===== src/rtl/tick_scheduler_pkg.sv =====
// tick_scheduler_pkg
// Shared types and constants for the tick scheduler.
//   state_t            : scheduler state (STOP / RUN)
//   DEFAULT_DIV_VALUE  : divisor loaded at reset unless overridden
//   MIN/MAX_CLIENTS    : legal range for the number of requesters
//   num_clients_ok()   : range check used at elaboration
package tick_scheduler_pkg;

    typedef enum logic {
        STOP = 1'b0,
        RUN  = 1'b1
    } state_t;

    localparam int DEFAULT_DIV_VALUE = 9;
    localparam int MIN_CLIENTS       = 2;
    localparam int MAX_CLIENTS       = 8;

    function automatic bit num_clients_ok(input int n);
        return (n >= MIN_CLIENTS) && (n <= MAX_CLIENTS);
    endfunction

endpackage


===== src/rtl/tick_scheduler_if.sv =====
// tick_scheduler_if
// Control and tick-distribution signals of the tick scheduler.
//   enable     : run request (level)
//   div_value  : new divisor, tick period is div_value+1 cycles
//   div_load   : single-cycle strobe capturing div_value
//   req        : per-client tick request (level, sampled at wraps)
//   tick       : one-cycle pulse per period
//   grant      : one-hot (or zero) client owning the current tick
//   running    : high while the scheduler is in RUN
// master = the controlling/consuming side, slave = the scheduler.
interface tick_scheduler_if #(
    parameter int DIV_WIDTH   = 16,
    parameter int NUM_CLIENTS = 4
);
    logic                   enable;
    logic [DIV_WIDTH-1:0]   div_value;
    logic                   div_load;
    logic [NUM_CLIENTS-1:0] req;
    logic                   tick;
    logic [NUM_CLIENTS-1:0] grant;
    logic                   running;

    modport master (
        output enable, div_value, div_load, req,
        input  tick, grant, running
    );

    modport slave (
        input  enable, div_value, div_load, req,
        output tick, grant, running
    );
endinterface


===== src/rtl/tick_scheduler_rr_arbiter.sv =====
// rr_arbiter
// Combinational round-robin pick. Clients are scanned starting at ptr+1
// (modulo NUM_CLIENTS); the first one with req high wins.
//   req   : request vector
//   ptr   : last granted client
//   grant : one-hot winner (zero when nobody requests)
//   valid : a winner exists
//   idx   : index of the winner (meaningful only when valid)
module rr_arbiter #(
    parameter int NUM_CLIENTS = 4,
    parameter int PTR_W       = 2
) (
    input  logic [NUM_CLIENTS-1:0] req,
    input  logic [PTR_W-1:0]       ptr,
    output logic [NUM_CLIENTS-1:0] grant,
    output logic                   valid,
    output logic [PTR_W-1:0]       idx
);

    localparam logic [PTR_W:0] N_EXT = (PTR_W+1)'(NUM_CLIENTS);

    logic [PTR_W-1:0]       cand [NUM_CLIENTS];
    logic [NUM_CLIENTS-1:0] hit;

    // cand[gi] is the client examined at scan position gi (0 = highest priority).
    // ptr+gi+1 never reaches 2*NUM_CLIENTS, so one conditional subtract wraps it.
    genvar gi;
    generate
        for (gi = 0; gi < NUM_CLIENTS; gi++) begin : g_scan
            logic [PTR_W:0] sum;
            assign sum      = {1'b0, ptr} + (PTR_W+1)'(gi + 1);
            assign cand[gi] = (sum >= N_EXT) ? PTR_W'(sum - N_EXT) : PTR_W'(sum);
            assign hit[gi]  = req[cand[gi]];
        end
    endgenerate

    // Walk from lowest to highest priority so the highest-priority hit wins.
    always_comb begin
        grant = '0;
        valid = 1'b0;
        idx   = '0;
        for (int k = NUM_CLIENTS - 1; k >= 0; k--) begin
            if (hit[k]) begin
                valid = 1'b1;
                idx   = cand[k];
            end
        end
        if (valid) begin
            grant[idx] = 1'b1;
        end
    end

endmodule


===== src/rtl/tick_scheduler.sv =====
// tick_scheduler
// Divides the fabric clock into a programmable periodic tick and hands each
// tick to one requesting client, round-robin. Consumers gate their logic
// with their grant bit instead of using derived clocks.
//   clock   : sole clock, rising edge
//   reset_n : asynchronous active-low reset
//   bus     : tick_scheduler_if.slave (enable, div_value, div_load, req in;
//             tick, grant, running out -- all outputs registered)
module tick_scheduler
    import tick_scheduler_pkg::*;
#(
    parameter int DIV_WIDTH   = 16,
    parameter int NUM_CLIENTS = 4,
    parameter int DEFAULT_DIV = DEFAULT_DIV_VALUE
) (
    input  logic           clock,
    input  logic           reset_n,
    tick_scheduler_if.slave bus
);

    localparam int                   PTR_W    = $clog2(NUM_CLIENTS);
    localparam logic [DIV_WIDTH-1:0] DIV_RST  = DIV_WIDTH'(DEFAULT_DIV);
    localparam logic [PTR_W-1:0]     PTR_RST  = PTR_W'(NUM_CLIENTS - 1);

    generate
        if (!num_clients_ok(NUM_CLIENTS)) begin : g_bad_num_clients
            $error("tick_scheduler: NUM_CLIENTS must be in 2..8");
        end
    endgenerate

    state_t                 state_reg,      state_next;
    logic [DIV_WIDTH-1:0]   div_reg,        div_next;
    logic [DIV_WIDTH-1:0]   pend_reg,       pend_next;
    logic                   pend_valid_reg, pend_valid_next;
    logic [DIV_WIDTH-1:0]   count_reg,      count_next;
    logic [PTR_W-1:0]       ptr_reg,        ptr_next;
    logic                   tick_reg,       tick_next;
    logic [NUM_CLIENTS-1:0] grant_reg,      grant_next;
    logic                   running_reg,    running_next;

    logic [NUM_CLIENTS-1:0] arb_grant;
    logic                   arb_valid;
    logic [PTR_W-1:0]       arb_idx;
    logic [DIV_WIDTH-1:0]   reload_div;

    rr_arbiter #(
        .NUM_CLIENTS (NUM_CLIENTS),
        .PTR_W       (PTR_W)
    ) u_arb (
        .req   (bus.req),
        .ptr   (ptr_reg),
        .grant (arb_grant),
        .valid (arb_valid),
        .idx   (arb_idx)
    );

    // A divisor loaded earlier in this period takes effect at the wrap.
    assign reload_div = pend_valid_reg ? pend_reg : div_reg;

    always_ff @(posedge clock or negedge reset_n) begin
        if (!reset_n) begin
            state_reg      <= STOP;
            div_reg        <= DIV_RST;
            pend_reg       <= '0;
            pend_valid_reg <= 1'b0;
            count_reg      <= DIV_RST;
            ptr_reg        <= PTR_RST;
            tick_reg       <= 1'b0;
            grant_reg      <= '0;
            running_reg    <= 1'b0;
        end else begin
            state_reg      <= state_next;
            div_reg        <= div_next;
            pend_reg       <= pend_next;
            pend_valid_reg <= pend_valid_next;
            count_reg      <= count_next;
            ptr_reg        <= ptr_next;
            tick_reg       <= tick_next;
            grant_reg      <= grant_next;
            running_reg    <= running_next;
        end
    end

    always_comb begin
        state_next      = state_reg;
        div_next        = div_reg;
        pend_next       = pend_reg;
        pend_valid_next = pend_valid_reg;
        count_next      = count_reg;
        ptr_next        = ptr_reg;
        tick_next       = 1'b0;
        grant_next      = '0;

        case (state_reg)
            STOP: begin
                // While stopped the counter always mirrors the divisor, so
                // entering RUN needs no separate reload.
                if (bus.div_load) begin
                    div_next        = bus.div_value;
                    count_next      = bus.div_value;
                    pend_valid_next = 1'b0;
                end
                if (bus.enable) begin
                    state_next = RUN;
                end
            end

            RUN: begin
                if (bus.div_load) begin
                    pend_next       = bus.div_value;
                    pend_valid_next = 1'b1;
                end
                if (!bus.enable) begin
                    // Stop wins over a wrap on the same edge: no tick.
                    state_next = STOP;
                    count_next = div_reg;
                end else if (count_reg == '0) begin
                    div_next        = reload_div;
                    count_next      = reload_div;
                    // A load on the wrap edge becomes pending for the next period.
                    pend_valid_next = bus.div_load;
                    tick_next       = 1'b1;
                    grant_next      = arb_grant;
                    if (arb_valid) begin
                        ptr_next = arb_idx;
                    end
                end else begin
                    count_next = count_reg - 1'b1;
                end
            end

            default: begin
                state_next = STOP;
            end
        endcase

        running_next = (state_next == RUN);
    end

    assign bus.tick    = tick_reg;
    assign bus.grant   = grant_reg;
    assign bus.running = running_reg;

endmodule


===== src/flat_wrapper.sv =====
// flat-port wrapper written by rule: the top's interface ports become plain ports
module tick_scheduler_flat import tick_scheduler_pkg::*;
#(
    parameter int DIV_WIDTH   = 16,
    parameter int NUM_CLIENTS = 4,
    parameter int DEFAULT_DIV = DEFAULT_DIV_VALUE
)
  (clock, reset_n, bus_enable, bus_div_value, bus_div_load, bus_req, bus_tick, bus_grant, bus_running);
  tick_scheduler_if #(.DIV_WIDTH(DIV_WIDTH), .NUM_CLIENTS(NUM_CLIENTS)) bus_i ();
  input  logic clock;
  input  logic reset_n;
  input wire logic [$bits(bus_i.enable)-1:0] bus_enable;
  input wire logic [$bits(bus_i.div_value)-1:0] bus_div_value;
  input wire logic [$bits(bus_i.div_load)-1:0] bus_div_load;
  input wire logic [$bits(bus_i.req)-1:0] bus_req;
  output wire logic [$bits(bus_i.tick)-1:0] bus_tick;
  output wire logic [$bits(bus_i.grant)-1:0] bus_grant;
  output wire logic [$bits(bus_i.running)-1:0] bus_running;
  assign bus_i.enable = bus_enable;
  assign bus_i.div_value = bus_div_value;
  assign bus_i.div_load = bus_div_load;
  assign bus_i.req = bus_req;
  assign bus_tick = bus_i.tick;
  assign bus_grant = bus_i.grant;
  assign bus_running = bus_i.running;
  tick_scheduler #(.DIV_WIDTH(DIV_WIDTH), .NUM_CLIENTS(NUM_CLIENTS), .DEFAULT_DIV(DEFAULT_DIV)) u_core (.clock(clock), .reset_n(reset_n), .bus(bus_i));
endmodule

===== config.mk =====
export PLATFORM = sky130hd
export DESIGN_NAME = tick_scheduler_flat
export DESIGN_NICKNAME = d
export VERILOG_FILES = /design/src/rtl/tick_scheduler_pkg.sv /design/src/rtl/tick_scheduler_if.sv /design/src/rtl/tick_scheduler_rr_arbiter.sv /design/src/rtl/tick_scheduler.sv /design/src/flat_wrapper.sv
export SDC_FILE = /design/constraint.sdc
export NUM_CORES = 1
export LEC_CHECK = 0
export ABC_AREA = 1
export CORE_MARGIN = 1
export CORE_UTILIZATION = 29
export CTS_CLUSTER_DIAMETER = 100
export DETAILED_ROUTE_END_ITERATION = 12
export PLACE_DENSITY_LB_ADDON = 0.15
export SLEW_MARGIN = 20
export SYNTH_ARGS = -nofsm -noshare
export SYNTH_HDL_FRONTEND = slang
export SYNTH_SLANG_ARGS = --single-unit
export TNS_END_PERCENT = 10

===== constraint.sdc =====
create_clock -name clock -period 4.2 [get_ports clock]
set_input_delay 0.84 -clock clock [delete_from_list [all_inputs] [get_ports clock]]
set_output_delay 0.84 -clock clock [all_outputs]
set_load 0.05 [all_outputs]

==> reports/metrics.cfg <==
[status]
outcome=finished, final reports clean

[min_path]
hp-class=reg2reg

[drt]
dr_wl_met3_um=257
vias_per_cell=4.826
post_drt_wl_per_cell_um=14.67
wl_um=10020
firstDrtPassIters=5
m1WireLength_um=5004
routed.top_layer=met4
vias=3296
wl_met2_um=4612
drtAntennaViolNets=0
route.detailed.drc=0
drt_iter0_drc=236

[final_layout]
drive_gt1_frac=0.09515
syn2layout_area_growth_pct=19.72
final_cells=683
antennaDiodeCount=0
fill_cells=1296
fin_nets=557
fin_area_um2=4269

[yosys]
synth-edff-count=0
synth.ff_latch_count=57
synth_most_common_cell=nand2_1
syn_area_per_cell_um2=7.006
synthArstFlopShare=1.000
synth_top_flop_cell=dfrtp_1
synth_warnings=0
synth_nets=535
synth.top_cells.by_count=168 x nand2_1, 67 x inv_1, 59 x o21ai_0
synthCells=509
synth.area.top_cells=dfrtp_1 36%, nand2_1 18%, o21ai_0 8.3%
syn_area_um2=3566
ys_seq_area_frac=0.4021
ys_types=32
yosysTopAreaCell=dfrtp_1
yosys.area.top_type_share=0.3579

[clock_network]
ctsRootBufferMaster=clkbuf_16
clkLatencyLatePin_ns=0.33
cts_tree=built
holdBufCountCts=0
clock_sinks=57
cts_resized=0
cts_setup_buffers=0
htreeDepth=3
clk_path_buf_depth=2
numCtsBuffers=9
clkTransAtPathRegs_ns=0.05

[timing]
finalCriticalPeriod_ns=2.817
tightest_slew_ns=1.003
min_period_over_period=0.6708
fin_tns_setup_ns=0
rsz0062_at_grt=no
clock_skew_ns=0.006258
maxSlewHeadroom=0.3300
max_freq_ghz=0.3550
setup_violations=0
hold_viol_final=0
slew_violations=0

[pwr]
power.leakage_nw=2.145
ir_drop_uv=186.6
power_density_nw_per_um2=436.8

[critical_path]
cp.required_ns=3.36
cp.arrival_ns=1.98
worstSetupEndpointType=primary output
path_class=reg2out
worstSetupStartpointType=flip-flop
critPathMaxFanout=37

[global_route]
grt_pass1_vias=3391
antenna_found_initial=0
grt_usage=0.1736
overflow=0
grt_max_degree=38
grt_pass1_wl_um=17170

[place]
portBuffers=29
placed_cells=667
hpwl_um=6837
place_area_um2=3958
gp_congestion=0.8345

[floorplanning]
die-area_um2=12740
core_area_um2=12010
start_util=0.2969
die_w_um=112.9
io_pins=30
fp.dieH_um=112.9
row_count=40

[flow_run]
cap_violations=0

==> routing by layer <==
layer | track usage | up-vias
li1 | - | 1671
met1 | 0.2329 | 1568
met2 | 0.2827 | 48
met3 | 0.02678 | 9
met4 | 0.06579 | 0
met5 | 0 | -
==> worst max-delay path, stage by stage, from the launching register on <==
cell	delay (ns)
dfrtp_1	0.35
buf_4	0.41
clkdlybuf4s50_1	0.89
==> stage by stage <==
stage	power, mW	util	hold slack, ns	setup WS [ns]
3_5_place_dp	1.109	0.3295	0.4659	1.341
3_3_place_gp	1.105	0.3295	0.4626	1.431
6_report	1.865	0.3554	0.4770	1.383
4_1_cts	1.882	0.3552	0.4798	1.388
2_1_floorplan	0.9812	-	0.4457	2.471
5_1_grt	1.975	0.3554	0.5016	1.336
==> layout make-up <==
cell class	count	area, um2	area share
Clock buffer	14	274.0	0.06419
Clock inverter	2	35.03	0.008206
Inverter	69	259.0	0.06067
Tap cell	147	183.9	0.04308
Timing Repair Buffer	32	307.8	0.07210
Multi-Input combinational cell	362	1775	0.4159
Sequential cell	57	1434	0.3359
==> final timing paths <==
check / start / to / slack [ns] / cells after the start
worst max-delay path: u_core.state_reg$_DFF_PN0_ / bus_running / 1.38 / 2
worst min-delay path: u_core.pend_reg[6]$_DFFE_PN0P_ / u_core.pend_reg[6]$_DFFE_PN0P_ / 0.48 / 2
worst max register to register: u_core.state_reg$_DFF_PN0_ / u_core.div_reg[9]$_DFFE_PN0P_ / 1.68 / 5
worst min register to register: u_core.pend_reg[6]$_DFFE_PN0P_ / u_core.pend_reg[6]$_DFFE_PN0P_ / 0.48 / 2
max in group asynchronous: reset_n / u_core.ptr_reg[0]$_DFFE_PN1P_ / 2.67 / 2
min in group asynchronous: reset_n / u_core.div_reg[9]$_DFFE_PN0P_ / 0.63 / 1
==> cells in the final DEF (no fill, tap or decap), types with 4 or more instances in the layout <==
cell,synthesis,layout
nand4_1,4,4
dfrtp_1,51,51
nor2_1,25,25
o211ai_1,12,12
nand2_1,168,167
dfstp_2,6,6
o22ai_1,14,14
inv_1,67,67
or2_2,7,7
o21ai_0,59,59
clkdlybuf4s50_1,0,28
nand3_1,38,38
clkbuf_16,0,9
xor2_1,4,4
==> logic make-up (layout without fill, tap and decap cells) <==
group                      after synthesis  in the layout  synth area share
DFF                                     57             57            0.4021
adders and majority gates                2              2          0.007016
xor gates and xnor gates                 6              6           0.01474
buffers and inverters                   90            117            0.1007
AOI/OAI and AO/OA                       94             94            0.1495
muxes                                    2              2          0.005965
and+or+nand+nor                        258            258            0.3200
==> power breakdown <==
| group | switching (mW) | leakage [nW] | internal (mW) | total [mW] |
|---|---|---|---|---|
| registers | 0.0646 | 0.702 | 0.630 | 0.695 |
| clock network | 0.257 | 0.153 | 0.507 | 0.764 |
| logic | 0.257 | 1.29 | 0.149 | 0.406 |
Note: power is estimated with default switching activity, not from simulation.
